===== src/rtl/seven_seg_pkg.sv =====
// Shared types and constants for the multiplexed seven-segment scan controller.
//   SEG_OFF       : active-low segment pattern with every segment dark
//   scan_state_t  : slot phase, blanked or showing a digit
//   nibble_t      : one hex digit
package seven_seg_pkg;

    localparam logic [6:0] SEG_OFF = 7'h7F;

    typedef enum logic {
        StBlank,
        StShow
    } scan_state_t;

    typedef logic [3:0] nibble_t;

endpackage


===== src/rtl/seven_seg_decoder.sv =====
// Hex nibble to active-low seven-segment pattern (purely combinational).
//   nibble : in  4  hex digit 0..F
//   seg    : out 7  segments {g,f,e,d,c,b,a}, active-low
module seven_seg_decoder
    import seven_seg_pkg::*;
(
    input  nibble_t    nibble,
    output logic [6:0] seg
);

    logic [6:0] lit; // active-high {g,f,e,d,c,b,a}

    always_comb begin
        lit = 7'h00;
        unique case (nibble)
            4'h0: lit = 7'h3F;
            4'h1: lit = 7'h06;
            4'h2: lit = 7'h5B;
            4'h3: lit = 7'h4F;
            4'h4: lit = 7'h66;
            4'h5: lit = 7'h6D;
            4'h6: lit = 7'h7D;
            4'h7: lit = 7'h07;
            4'h8: lit = 7'h7F;
            4'h9: lit = 7'h6F;
            4'hA: lit = 7'h77;
            4'hB: lit = 7'h7C;
            4'hC: lit = 7'h39;
            4'hD: lit = 7'h5E;
            4'hE: lit = 7'h79;
            4'hF: lit = 7'h71;
        endcase
    end

    assign seg = ~lit;

endmodule


===== src/rtl/seven_seg_scan_ctrl.sv =====
// Time-multiplexed scan controller for DIGITS seven-segment digits sharing one decoder.
// Each digit slot lasts PRESCALE cycles, the first BLANK of which keep all anodes off.
// A newly loaded value waits in a shadow register and is promoted to the displayed
// (active) register only at a frame boundary, so a frame never mixes two values.
//   clk        : in   system clock, rising edge
//   rst        : in   asynchronous active-high reset
//   value      : in   4*DIGITS  nibble k drives digit k
//   load       : in   capture value into the shadow register
//   enable     : in   0 forces all anodes off; scanning continues
//   an         : out  DIGITS    digit select, active-low
//   seg        : out  7         segments, active-low
//   pending    : out  shadow holds a value not yet shown
//   frame_done : out  pulse on the last cycle of the last digit slot
module seven_seg_scan_ctrl
    import seven_seg_pkg::*;
#(
    parameter int unsigned DIGITS   = 4,
    parameter int unsigned PRESCALE = 50000,
    parameter int unsigned BLANK    = 500
) (
    input  logic                  clk,
    input  logic                  rst,
    input  logic [4*DIGITS-1:0]   value,
    input  logic                  load,
    input  logic                  enable,
    output logic [DIGITS-1:0]     an,
    output logic [6:0]            seg,
    output logic                  pending,
    output logic                  frame_done
);

    localparam int unsigned CNT_W = $clog2(PRESCALE);
    localparam int unsigned DIG_W = $clog2(DIGITS);
    localparam logic [CNT_W-1:0] CNT_LAST  = CNT_W'(PRESCALE - 1);
    localparam logic [CNT_W-1:0] CNT_BLANK = CNT_W'(BLANK);
    localparam logic [DIG_W-1:0] DIG_LAST  = DIG_W'(DIGITS - 1);

    logic [CNT_W-1:0]    slot_cnt_q, slot_cnt_d;
    logic [DIG_W-1:0]    digit_q, digit_d;
    scan_state_t         state_q, state_d;
    logic [4*DIGITS-1:0] shadow_q, shadow_d;
    logic [4*DIGITS-1:0] active_q, active_d;
    logic                pending_q, pending_d;
    nibble_t             nib_q, nib_d;
    logic [DIGITS-1:0]   an_q, an_d;
    logic [6:0]          seg_q, seg_d;
    logic                frame_done_q, frame_done_d;
    logic [6:0]          dec_seg;
    logic                wrap, boundary;

    seven_seg_decoder u_decoder (
        .nibble (nib_q),
        .seg    (dec_seg)
    );

    // All *_d values describe the cycle after the coming edge, so the registered
    // outputs line up with the registered counters.
    always_comb begin
        wrap     = (slot_cnt_q == CNT_LAST);
        boundary = wrap && (digit_q == DIG_LAST);

        slot_cnt_d = wrap ? '0 : slot_cnt_q + CNT_W'(1);
        digit_d    = digit_q;
        if (wrap) begin
            digit_d = (digit_q == DIG_LAST) ? '0 : digit_q + DIG_W'(1);
        end

        state_d = state_q;
        unique case (state_q)
            StBlank: if (slot_cnt_d == CNT_BLANK) state_d = StShow;
            StShow:  if (wrap)                    state_d = StBlank;
        endcase

        shadow_d  = shadow_q;
        active_d  = active_q;
        pending_d = pending_q;
        if (load) begin
            shadow_d = value;
            if (boundary) begin
                // Loaded right on the boundary: skip the shadow stage.
                active_d  = value;
                pending_d = 1'b0;
            end else begin
                pending_d = 1'b1;
            end
        end else if (boundary && pending_q) begin
            active_d  = shadow_q;
            pending_d = 1'b0;
        end

        // Nibble is staged one cycle ahead; since every slot opens with at least one
        // blank cycle, seg already carries the right digit when its anode first drops.
        nib_d = active_d[{digit_d, 2'b00} +: 4];

        an_d  = '1;
        seg_d = SEG_OFF;
        if (state_d == StShow) begin
            seg_d = dec_seg;
            if (enable) begin
                an_d = ~(DIGITS'(1) << digit_d);
            end
        end

        frame_done_d = (slot_cnt_d == CNT_LAST) && (digit_d == DIG_LAST);
    end

    always_ff @(posedge clk or posedge rst) begin
        if (rst) begin
            slot_cnt_q   <= '0;
            digit_q      <= '0;
            state_q      <= StBlank;
            shadow_q     <= '0;
            active_q     <= '0;
            pending_q    <= 1'b0;
            nib_q        <= '0;
            an_q         <= '1;
            seg_q        <= SEG_OFF;
            frame_done_q <= 1'b0;
        end else begin
            slot_cnt_q   <= slot_cnt_d;
            digit_q      <= digit_d;
            state_q      <= state_d;
            shadow_q     <= shadow_d;
            active_q     <= active_d;
            pending_q    <= pending_d;
            nib_q        <= nib_d;
            an_q         <= an_d;
            seg_q        <= seg_d;
            frame_done_q <= frame_done_d;
        end
    end

    assign an         = an_q;
    assign seg        = seg_q;
    assign pending    = pending_q;
    assign frame_done = frame_done_q;

endmodule


===== config.mk =====
export PLATFORM = sky130hd
export DESIGN_NAME = seven_seg_scan_ctrl
export DESIGN_NICKNAME = d
export VERILOG_FILES = /design/src/rtl/seven_seg_pkg.sv /design/src/rtl/seven_seg_decoder.sv /design/src/rtl/seven_seg_scan_ctrl.sv
export SDC_FILE = /design/constraint.sdc
export NUM_CORES = 1
export LEC_CHECK = 0
export ABC_AREA = 0
export CAP_MARGIN = 15
export CELL_PAD_IN_SITES_DETAIL_PLACEMENT = 0
export CELL_PAD_IN_SITES_GLOBAL_PLACEMENT = 1
export CORE_ASPECT_RATIO = 0.5
export CORE_MARGIN = 3
export CORE_UTILIZATION = 40
export CTS_CLUSTER_DIAMETER = 50
export DETAILED_ROUTE_END_ITERATION = 10
export PLACE_DENSITY_LB_ADDON = 0.1
export SYNTH_ARGS = -nofsm -noshare
export SYNTH_HDL_FRONTEND = slang
export SYNTH_SLANG_ARGS = --single-unit

===== constraint.sdc =====
create_clock -name clk -period 5.2 [get_ports clk]
set_clock_uncertainty 0.2 [all_clocks]
set_input_delay 1.56 -clock clk [delete_from_list [all_inputs] [get_ports clk]]
set_output_delay 1.56 -clock clk [all_outputs]
set_load 0.02 [all_outputs]

==> qor.yml, run 1 <==
tritoncts: "built"
dr_wl_met2_um: 3580
report.final.slew_viol_count: 0
hpwl_um: 5490
start_util_pct: 42.1
hp-start: "slot_cnt_q[0]"
grt_max_degree: 41
synth_edf_count: 0
clock_path_buffers: 2
crit_path_end_kind: "flop"
timing.setup.tns_ns: 0
cts.reportedPaths.clkPinSlew_ns: 0.05
wl_met3_um: 267
die_area_um2: 9840
ir_drop_mv: 0.196
synth_fp_nets: 378
drtIter0Drc: 160
avgSynthCellArea_um2: 9.86
yosysMostFrequentCell: "dfrtp_1"
ys_async_sr_fraction_pct: 100
hold_violations: 0
ctsRootBufferMaster: "clkbuf_16"
grt-ovfl-total: 0
clkLatencyLatePin_ns: 0.33
cp.required_ns: 5.21
yosysSeqAreaShare_pct: 49.7
yosys_most_used_dff: "dfrtp_1"
drtPass1Iterations: 4
cp_max_fo: 33
grtUsageTotal_pct: 17.4
final-setup-viol-count: 0
area_delta_synth_final_pct: 20.3
num_rows: 23
postCtsHoldBufs: 0
core-area_um2: 8200
yosysTopAreaCell: "dfrtp_1"
power_leakage_nw: 1.82
cts_sinks: 68
worst_pin_slew_ns: 1.14
final_nets: 406
fmax_mhz: 289
synth_cell_types: 52
cts-buffers-inserted: 9
syn_area_um2: 3450
ios: 33
postCtsSetupBuffers: 0
status: "finished clean"
diodes: 0
cap_violations: 0
vias_per_cell: 5.37
ys_top_cells_by_count: "dfrtp_1 (57), nand2_1 (55), inv_1 (26), nor2_1 (22), o21ai_0 (21)"
min_period_ns: 3.46
place.gp.congestion: 0.816
num_vias: 2653
holdWs_ns: 0.327
ys_ff_latch: 68
post-route-util_pct: 50.6
wl_um: 7930
finalCritPeriodShare_pct: 66.5
reg2reg_from: "slot_cnt_q[8]"
yosys.area.top_type_share_pct: 41.3
grt_pass1_vias: 2547
drive_above_1_share_pct: 13.4
power.total_w: 0.00118
antenna_found_initial: 0
die_x_um: 137
slew-limit-headroom_pct: 23.9
ant_nets: 0
layoutNonFillerInstCount: 494
grt_pass1_wl_um: 13200
wl_per_cell_um: 16.0
io_buffers: 32
hold_class: "flop to flop"
cts_max_level: 3
cts_resized: 0
top_layer: "met4"
startpoint: "load"
worstSetupStartpointType: "primary input"
netlist_top_cells_area: "dfrtp_1 (41%), dfstp_2 (8.4%), nand2_1 (6.0%), o211ai_1 (3.9%), o21ai_0 (3.0%)"
p_per_area_nw_per_um2: 285
drc: 0
dp.cells: 478
dieHeight_um: 71.7
rsz0062_at_grt: "no"
worstPathArrival_ns: 3.47
synthCells: 350
wl_met1_um: 3970
ys_warn_count: 0
crit_type: "primary input to flop"
==> cell families (layout without fill, tap and decap cells) <==
group                      count (synthesis)  after routing  share of synthesized area, %
and+or+nand+nor                          127            127                          19.1
AOI/OAI and AO/OA                         87             87                          19.2
DFF                                       68             68                          49.7
buffers and inverters                     47             79                          5.66
xor gates and xnor gates                  11             11                          2.79
adders and majority gates                  8              8                          2.90
muxes                                      2              2                         0.580
==> final cells by class <==
cell class | count | area, um^2
Fill cell | 758 | 4050
Sequential cell | 68 | 1720
Clock inverter | 1 | 5.00
Timing Repair Buffer | 38 | 369
Multi-Input combinational cell | 235 | 1540
Clock buffer | 14 | 284
Inverter | 26 | 97.6
Tap cell | 112 | 140
==> worst paths after layout <==
kind	slack (ns)	endpoint	depth (start not counted)
max reg2reg	1.91	nib_q[3]	7
min reg2reg	0.33	slot_cnt_q[0]	1
min	0.33	slot_cnt_q[0]	1
min in group asynchronous	1.44	slot_cnt_q[2]	2
max	1.74	nib_q[1]	7
max in group asynchronous	2.41	shadow_q[1]	3
==> registers in the layout (all words and copies together) (netlist names) <==
register,cells
digit_q,2
active_q,16
an,4
pending,1
nib_q,4
state_q,1
frame_done,1
seg,7
shadow_q,16
slot_cnt_q,16
==> metal layers <==
metal | global-route usage [%] | up-vias
li1 | - | 1305
met1 | 23.3 | 1303
met2 | 27.2 | 35
met3 | 5.82 | 10
met4 | 5.20 | 0
met5 | 0 | -
==> worst max-delay path, stage by stage <==
cell and delay [ns]:
clkdlybuf4s50_1 0.48, buf_4 0.29, nor2b_1 0.20, buf_6 0.19
a32oi_1 0.19, o211ai_1 0.17, a221o_1 0.38
==> placed cells by master, fill, tap and decap left out, drive strengths merged, types with 3 or more instances in the layout <==
master and instances:
a2bb2oi 8, nand2 55, and2 3, a21oi 3
and4 3, or4 3, xor2 5, nor4bb 3
nand3 5, xnor2 6, nand4 6, clkbuf 14
o21ai 27, a22o 4, dfstp 11, ha 8
o211ai 22, nor2 23, buf 6, or3 3
nor4b 3, clkdlybuf4s50 32, a221o 4, a32oi 9
nor4 4, nor3 6, inv 26, dfrtp 57
==> through the flow <==
| stage | area, um^2 | worst slack [ns] |
|---|---|---|
| CTS | 4140 | 1.43 |
| detailed placement | 3850 | 1.08 |
| finish | 4150 | 1.74 |
| floorplan | 3450 | 1.75 |
| global route | 4150 | 1.57 |
| global placement | 3850 | 1.09 |
==> power breakdown <==
group / internal, W / leakage (nW) / switching, W / total (W)
Combinational: 0.0000215 / 0.918 / 0.0000274 / 0.0000490
Sequential: 0.000541 / 0.759 / 0.00000629 / 0.000548
Clock: 0.000372 / 0.145 / 0.000216 / 0.000588
No activity file was read; power rests on OpenSTA's default activity.
==> run 2: changes to the inputs <==
==> constraint.sdc (replaced) <==
create_clock -name clk -period 3 [get_ports clk]
set_clock_uncertainty 0.2 [all_clocks]
set_input_delay 0.9 -clock clk [delete_from_list [all_inputs] [get_ports clk]]
set_output_delay 0.9 -clock clk [all_outputs]
set_load 0.02 [all_outputs]
==> qor.yml, run 2 (synthesized netlist as in run 1, its figures left out) <==
die_x_um: 137  # unchanged
dp.cells: 492  # +2.9%
fmax_mhz: 353
cp_max_fo: 5  # -85%
finalCritPeriodShare_pct: 94.4
cp.required_ns: 3.01  # -2.20 ns
tritoncts: "built"
antenna_found_initial: 0  # unchanged
drtPass1Iterations: 4  # unchanged
wl_um: 8100  # +2.2%
p_per_area_nw_per_um2: 465  # +63%
stdcell_area_um2: 4380  # +5.4%
ir_drop_mv: 0.254  # +30%
path_buf_inv: 2  # -1
worstPathArrival_ns: 2.84  # -0.63 ns
cts_max_level: 3  # unchanged
final-setup-viol-count: 0  # unchanged
io_buffers: 32  # unchanged
die_area_um2: 9840  # unchanged
crit_type: "flop to flop"
ios: 33  # unchanged
drive_above_1_share_pct: 18.8  # +5.4 points
ctsRootBufferMaster: "clkbuf_16"
post-route-util_pct: 53.4  # +2.7 points
crit_chain: "or4b_4 -> nor4_4 -> buf_4 -> mux2i_4 -> inv_1 -> and2_2 -> a22o_1 -> a221o_1"
grt_pass1_vias: 2685  # +5.4%
cts-buffers-inserted: 9  # unchanged
num_vias: 2745  # +3.5%
hpwl_um: 5520  # +0.49%
num_rows: 23  # unchanged
power.total_w: 0.00204  # +72%
grt_max_degree: 69  # +68%
start_util_pct: 42.1  # unchanged
drc: 0  # unchanged
min_period_ns: 2.83
crit_path_end_kind: "flop"
core-area_um2: 8200  # unchanged
clkLatencyLatePin_ns: 0.33  # about the same
regToRegSetupSlack_ns: 0.17  # -1.74 ns
grtUsageTotal_pct: 18.0  # +0.56 points
report.final.slew_viol_count: 0  # unchanged
crit_slowest_cell: "or4b_4"
postCtsHoldBufs: 0  # unchanged
timing.setup.tns_ns: 0  # unchanged
layoutNonFillerInstCount: 512  # +3.6%
dpl_cell_area_um2: 3990  # +3.7%
grt-ovfl-total: 0  # unchanged
worstSetupStartpointType: "flop"
num-fill-cells: 741  # -2.2%
grt_pass1_wl_um: 13600  # +2.9%
hold_class: "flop to flop"
cts_sinks: 68  # unchanged
drtIter0Drc: 118  # -26%
crit_family: "simple AND/OR/NAND/NOR gates"
reg_top3: "active_q x16, shadow_q x16, slot_cnt_q x16"
worst_pin_slew_ns: 0.616  # -0.521 ns
slowest_delay_ns: 0.57  # +0.09 ns
hold_violations: 0  # unchanged
place.gp.congestion: 0.822  # +0.76%
ant_nets: 0  # unchanged
cap_violations: 0  # unchanged
cts.reportedPaths.clkPinSlew_ns: 0.05  # about the same
slew-limit-headroom_pct: 58.8  # +35 points
diodes: 0  # unchanged
wl_per_cell_um: 15.8  # -1.4%
vias_per_cell: 5.36  # -0.17%
clock_path_buffers: 2  # unchanged
area_delta_synth_final_pct: 26.8
power_leakage_nw: 1.93  # +6.1%
layout_common_cells: "dfrtp_1 (56), nand2_1 (55), clkdlybuf4s50_1 (32)"
final_nets: 423  # +4.2%
dieHeight_um: 71.7  # unchanged
final_common_cell: "dfrtp_1"
status: "finished clean"
## run 2: cell count changes in the layout (fill, tap and decap cells not counted), sizes merged
cell / delta
buf: +16
clkbuf: +2
## run 2: power by group
group | internal, W | switching, W | total, W | leakage (nW)
combinational | 0.0000393 | 0.0000490 | 0.0000883 | 1.03
sequential | 0.000938 | 0.0000103 | 0.000948 | 0.758
clock | 0.000627 | 0.000372 | 0.000999 | 0.140
total | 0.00160 | 0.000431 | 0.00204 | 1.93
## run 2: worst min-delay path: stages, from the launching register on
cell and delay, ns:
dfrtp_1 0.37, inv_1 0.05, o21ai_0 0.06
## run 2: area by class of cell
cell class                      count  area (um^2)  area share, %
Inverter                           26         97.6           2.23
Multi-Input combinational cell    235         1590           36.3
Clock inverter                      1         5.00          0.114
Sequential cell                    68         1720           39.2
Tap cell                          112          140           3.20
Clock buffer                       15          278           6.35
Timing Repair Buffer               55          552           12.6
## run 2: timing repair
| item | in CTS | in global routing |
|---|---|---|
| setup endpoints to repair | 0 | 16 |
| buffers inserted | 0 | 2 |
| resized for setup | 0 | 10 |
## run 2: layer usage
metal / part of all wire [%] / track usage (%)
met1: 47 / 24.2
met5: 0 / 0
met4: 1.7 / 6.08
met3: 5.1 / 5.68
met2: 46 / 27.8
## run 2: per-stage QoR
| step | hold WS [ns] | worst slack [ns] |
|---|---|---|
| after global placement | 0.311 | -0.159 |
| after global routing | 0.346 | -0.00325 |
| after floorplan | 0.287 | 0.206 |
| after CTS | 0.325 | 0.0840 |
| final | 0.322 | 0.169 |
| after detailed placement | 0.316 | -0.252 |
## run 2: final timing paths
check                           endpoint  cells after the start           start
min reg2reg                 shadow_q[10]                      2    shadow_q[10]
min in group asynchronous  slot_cnt_q[1]                      3             rst
max in group asynchronous         seg[1]                      3             rst
min                         shadow_q[10]                      2    shadow_q[10]
max reg2reg                     nib_q[0]                      8  slot_cnt_q[13]
max                             nib_q[0]                      8  slot_cnt_q[13]
==> run 3: changes to the inputs <==
--- a/config.mk
+++ b/config.mk
@@ -5,7 +5,6 @@
 export SDC_FILE = /design/constraint.sdc
 export NUM_CORES = 1
 export LEC_CHECK = 0
-export ABC_AREA = 0
 export CAP_MARGIN = 15
 export CELL_PAD_IN_SITES_DETAIL_PLACEMENT = 0
 export CELL_PAD_IN_SITES_GLOBAL_PLACEMENT = 1
==> results of run 3 <==
No change in the layout: final DEF, timing and power equal those of run 2.
==> patch 1, RTL diff (config.mk and constraints of run 1) <==
Set the parameter `PRESCALE` to 100000 (it was 50000).
--- a/src/rtl/seven_seg_scan_ctrl.sv
+++ b/src/rtl/seven_seg_scan_ctrl.sv
@@ -15,7 +15,7 @@
     import seven_seg_pkg::*;
 #(
     parameter int unsigned DIGITS   = 4,
-    parameter int unsigned PRESCALE = 50000,
+    parameter int unsigned PRESCALE = 100000,
     parameter int unsigned BLANK    = 500
 ) (
     input  logic                  clk,
Function: same outputs for any inputs over 10 cycles, from zero or initial values and one cycle with rst high; that may be too few to reach the edited logic, so the function may still have changed.
==> patch 1 against run 1 <==
  * Die area up 4.1%
  * Critical path depth decreased by 1
  * Worst setup slack worse by 0.38 ns
  * Routed wire length is 10% higher
  * Register-to-register slack gained 0.10 ns
  * Total power increased by 11%
  * Area after synthesis rose by 4.4%
  * Sequential cell count grew 1
  * Maximum frequency decreased by 9.8%
  * Clock power up 19%
  * Cell area rose by 4.9%
  * Final cell count is 0.20% higher
  * Critical endpoint is now nib_q[0]
  * Largest cell class unchanged
  * Largest power group unchanged
  * Highest routed layer unchanged
==> patch 1: results (changes against run 1) <==
Status
  – Outcome: complete, no violations

Global route
  – Antenna violations before repair: 0 (unchanged)
  – GRT Overall Usage: 0.182 (+0.00794)
  – Vias in the first global route: 2793 (+9.7%)
  – Wire length of the first global-routing pass: 14500 um (+9.7%)
  – Maximum number of pins on one net before global-route repair: 44 (+7.3%)

Clocking
  – Setup bufs post-CTS: 0 (unchanged)
  – Worst-path clk slew: 0.06 ns
  – Root Driver: clkbuf_16
  – Later-pin clock latency in the skew report: 0.33 ns (about the same)
  – H-tree lvl count: 3 (unchanged)
  – Maximum clock path buffer count: 2 (unchanged)
  – Quantity of gates resized following cts: 0 (unchanged)
  – Number of buffers inserted during clock tree synthesis: 9 (unchanged)

Synth
  – Area share of xor/xnor cells in the synthesized design: 0.0292 (+0.00125)
  – Fraction of the mapped netlist area in adder cells: 0.0243 (-0.00470)
  – Post-synth cell types: 68 (+31%)
  – Count of yosys warnings during synthesis: 0 (unchanged)
  – FFs w/ async S/R, synth: 1.00 (unchanged)
  – Top post-synthesis cells by area: dfrtp_1 40%, dfstp_2 8.0%, mux2_2 3.7%, nand2_1 3.1%, nor2_1 2.8%
  – Commonest cells in the synthesized netlist: 58 x dfrtp_1, 30 x nand2_1, 27 x nor2_1, 23 x inv_1, 13 x o21ai_0
  – Sequential-to-total area share from yosys stat: 0.483 (-0.0141)
  – Area fraction in compound gates after synthesis: 0.174 (-0.0186)
  – Mapped Nets: 373 (-1.3%)
  – Syn avg cell area: 10.4 um2 (+5.6%)
  – Prevailing post-synth register cell: dfrtp_1
  – Proportion of synthesized area in mux cells: 0.0375 (+0.0317)

Cells and area
  – Layout filler cell count: 745 (-1.7%)
  – Total inserted antenna cells: 0 (unchanged)
  – Final layout net count: 405 (-0.25%)
  – Fraction of final layout cells with drive strength greater than 1: 0.167 (+0.0336)
  – Top Registers: slot_cnt_q (17), active_q (16), shadow_q (16)

Power and ir drop
  – Leakage power figure: 1.86 nW (+1.9%)
  – Max IR drop VDD: 173 uV (-11%)
  – Power Clock: 0.699 mW (+19%)
  – P_int: 1.05 mW (+12%)
  – Power Combinational: 0.0564 mW (+15%)

Route
  – Iteration count of the initial detailed-routing pass: 4 (unchanged)
  – Violation count after the first detailed-routing iteration: 174 (+8.8%)
  – Final routed wirelength across all metal layers: 8750 um (+10%)
  – WL per Instance: 17.7 um (+10%)
  – Post-DR vias/cell: 5.66 (+5.4%)

Min path
  – Class of the most critical hold timing path: reg -> reg

Placed design
  – Final GP Congestion: 0.856 (+4.9%)
  – Number of I/O port buffers: 32 (unchanged)
  – Half-perimeter wire length after placement: 6480 um (+18%)
  – Cells after DPL: 479 (+0.21%)

Setup path
  – Worst path max stage delay: 0.85 ns (+0.37 ns)
  – Critical path peak fanout: 17 (-48%)
  – Worst endpoint data arrival time: 3.90 ns (+0.43 ns)
  – Slowest cell on the critical path: clkdlybuf4s50_1
  – Top Family by Delay on Critical Path: simple AND/OR/NAND/NOR gates

Timing
  – Hold Fails Final Rpt: 0 (unchanged)
  – Worst slew margin relative to its limit: 0.321 (+0.0819)
## patch 1: path summary, 6_finish.rpt
check / to / depth (start not counted) / slack (ns) / startpoint
max: nib_q[0] / 6 / 1.37 / load
max reg2reg: seg[2] / 6 / 2.01 / slot_cnt_q[4]
min: active_q[5] / 2 / 0.30 / active_q[5]
min reg2reg: active_q[5] / 2 / 0.30 / active_q[5]
max in group asynchronous: seg[4] / 3 / 2.42 / rst
min in group asynchronous: slot_cnt_q[1] / 2 / 1.55 / rst
## patch 1: final cells by class
cell class                 instances  area, um2  area share
timing repair buffer              35        343      0.0787
tap                              112        140      0.0322
multi-input combinational        240       1700       0.391
clock inverter                     3       65.1      0.0149
sequential                        69       1740       0.399
inverter                          23       86.3      0.0198
clock buffer                      13        280      0.0643
## patch 1: stage by stage
step	cell area (um2)	setup slack [ns]	hold WS (ns)	util	power (mW)
after global routing	4360	1.12	0.326	0.520	1.36
after detailed placement	4010	1.01	0.293	0.479	0.625
after CTS	4360	1.35	0.305	0.520	1.33
final	4360	1.37	0.304	0.520	1.31
after global placement	4010	1.16	0.286	0.479	0.623
after floorplan	3600	1.72	0.267	-	0.596
## patch 1: logic make-up after synthesis
group                    count (synthesis)
AO/OA/AOI/OAI                           82
XOR/XNOR                                12
adder cells (fa/ha/maj)                  7
buffers and inverters                   37
flip-flops                              69
multiplexers                            12
AND/OR/NAND/NOR                        127
## patch 1: worst reg2reg max path: stages, from the launching register on
cell and delay [ns]:
dfrtp_1 0.60, nand4_1 0.35, nor4_1 0.43, xnor2_1 0.23, o2111ai_1 0.23, a2111oi_4 0.89, o21ai_1 0.16
## patch 1: per-layer routing
layer,part of all wire,vias up,global-route usage
li1,-,1336,-
met1,0.48,1396,0.251
met4,0.010,0,0.0655
met2,0.46,60,0.278
met5,0,-,0
met3,0.048,11,0.0517
==> patch 2, RTL diff (flow settings as in run 1) <==
Without the edit above. The output `an` loses its register stage (`an_q` becomes a continuous assignment).
--- a/src/rtl/seven_seg_scan_ctrl.sv
+++ b/src/rtl/seven_seg_scan_ctrl.sv
@@ -113,7 +113,6 @@
             active_q     <= '0;
             pending_q    <= 1'b0;
             nib_q        <= '0;
-            an_q         <= '1;
             seg_q        <= SEG_OFF;
             frame_done_q <= 1'b0;
         end else begin
@@ -124,11 +123,12 @@
             active_q     <= active_d;
             pending_q    <= pending_d;
             nib_q        <= nib_d;
-            an_q         <= an_d;
             seg_q        <= seg_d;
             frame_done_q <= frame_done_d;
         end
     end
+
+    assign an_q = an_d;
 
     assign an         = an_q;
     assign seg        = seg_q;
Check against the original RTL: no difference found for any inputs over 10 cycles, from zero or initial values and one cycle with rst high; that may be too few to reach the edited logic, so the function may still have changed.
==> patch 2 against run 1 <==
  * Total power rose by 7.5%
  * Area after synthesis fell by 4.7%
  * First-iteration DRC count rose by 45%
  * Worst setup slack got worse by 1.5 ns
  * Sequential cell count fell by 4
  * Cell area fell by 2.3%
  * Final cell count fell by 4.0%
  * Combinational power rose by 51%
  * Routed wire length fell by 5.5%
  * Critical path type is now reg -> out
  * Critical endpoint is now an[3]
==> patch 2: results (changes against run 1) <==
Placed design
  – Half-perimeter wire length after placement: 5350 um (-2.5%)
  – Cell area after placement: 3690 um2 (-4.2%)
  – Final GP Congestion: 0.876 (+7.3%)
  – Cells after DPL: 457 (-4.4%)

Power and ir drop
  – Max IR drop VDD: 153 uV (-22%)
  – Leakage power figure: 1.81 nW (-0.87%)
  – Switching power of the nets: 0.262 mW (+4.7%)

Min path
  – Endpoint of the worst hold path: active_q[14]
  – Hold wc startpoint: active_q[14]

Synth
  – Post-synth cell types: 62 (+19%)
  – Sequential-to-total area share from yosys stat: 0.490 (-0.00737)
  – Mapped Nets: 359 (-5.0%)

Status
  – Outcome: complete, no violations

Setup path
  – Worst path max stage delay: 0.59 ns (+0.11 ns)
  – Capturing point of the worst reg2reg path: nib_q[2]
  – Worst flop-to-flop path startpoint: digit_q[0]
  – Reg2Reg Setup Slack: 1.96 ns (+0.05 ns)
  – Top Family by Delay on Critical Path: simple AND/OR/NAND/NOR gates
  – Slowest cell on the critical path: or4_4
  – Worst endpoint data arrival time: 3.18 ns (-0.29 ns)

Global route
  – Wire length of the first global-routing pass: 12600 um (-5.0%)
  – Vias in the first global route: 2412 (-5.3%)
  – Maximum number of pins on one net before global-route repair: 52 (+27%)
  – GRT Overall Usage: 0.172 (-0.00283)

Route
  – Violation count after the first detailed-routing iteration: 232 (+45%)
  – Iteration count of the initial detailed-routing pass: 6 (+2)
  – Vias: 2481 (-6.5%)

Cells and area
  – Final layout net count: 389 (-4.2%)
  – Fraction of final layout cells with drive strength greater than 1: 0.131 (-0.00236)
patch 2: logic make-up after synthesis:
kind of cell    share of synthesized area
simple gates                        0.213
compound gates                      0.155
flops                               0.490
buf+inv                            0.0514
xor+xnor                           0.0346
fa+ha+maj                          0.0304
mux                                0.0266
patch 2: worst max path at each step:
| stage | slack [ns] | from | end | depth (start not counted) |
|---|---|---|---|---|
| final | 0.26 | slot_cnt_q[12] | an[3] | 6 |
| after floorplan | 1.19 | slot_cnt_q[12] | an[0] | 5 |
| after global routing | 0.04 | slot_cnt_q[0] | an[3] | 7 |
| after global placement | 0.58 | slot_cnt_q[12] | an[2] | 6 |
| after CTS | 0.13 | slot_cnt_q[12] | an[1] | 6 |
| after detailed placement | 0.50 | slot_cnt_q[12] | an[1] | 6 |
patch 2: metal layers:
| metal | wire length [um] | vias to the layer above | GRT usage |
|---|---|---|---|
| met2 | 3210 | 57 | 0.236 |
| met1 | 3780 | 1196 | 0.246 |
| met4 | 41 | 0 | 0.0576 |
| li1 | - | 1224 | - |
| met5 | 0 | - | 0 |
| met3 | 466 | 4 | 0.0647 |
patch 2: power by group through the flow:
stage	sequential (mW)	clock, mW	combinational [mW]
floorplan	0.533	0	0.0481
global placement	0.537	0	0.0718
detailed placement	0.538	0	0.0731
CTS	0.530	0.689	0.0735
global route	0.532	0.711	0.0851
finish	0.530	0.670	0.0742
patch 2: area by class of cell:
class / instances / area (um2)
well taps: 108 / 135
inverters: 23 / 86.3
fillers: 732 / 3600
clock buffers: 12 / 267
clock inverters: 4 / 75.1
repair buffers: 37 / 370
multi-input cells: 226 / 1510
flip-flops and latches: 64 / 1610
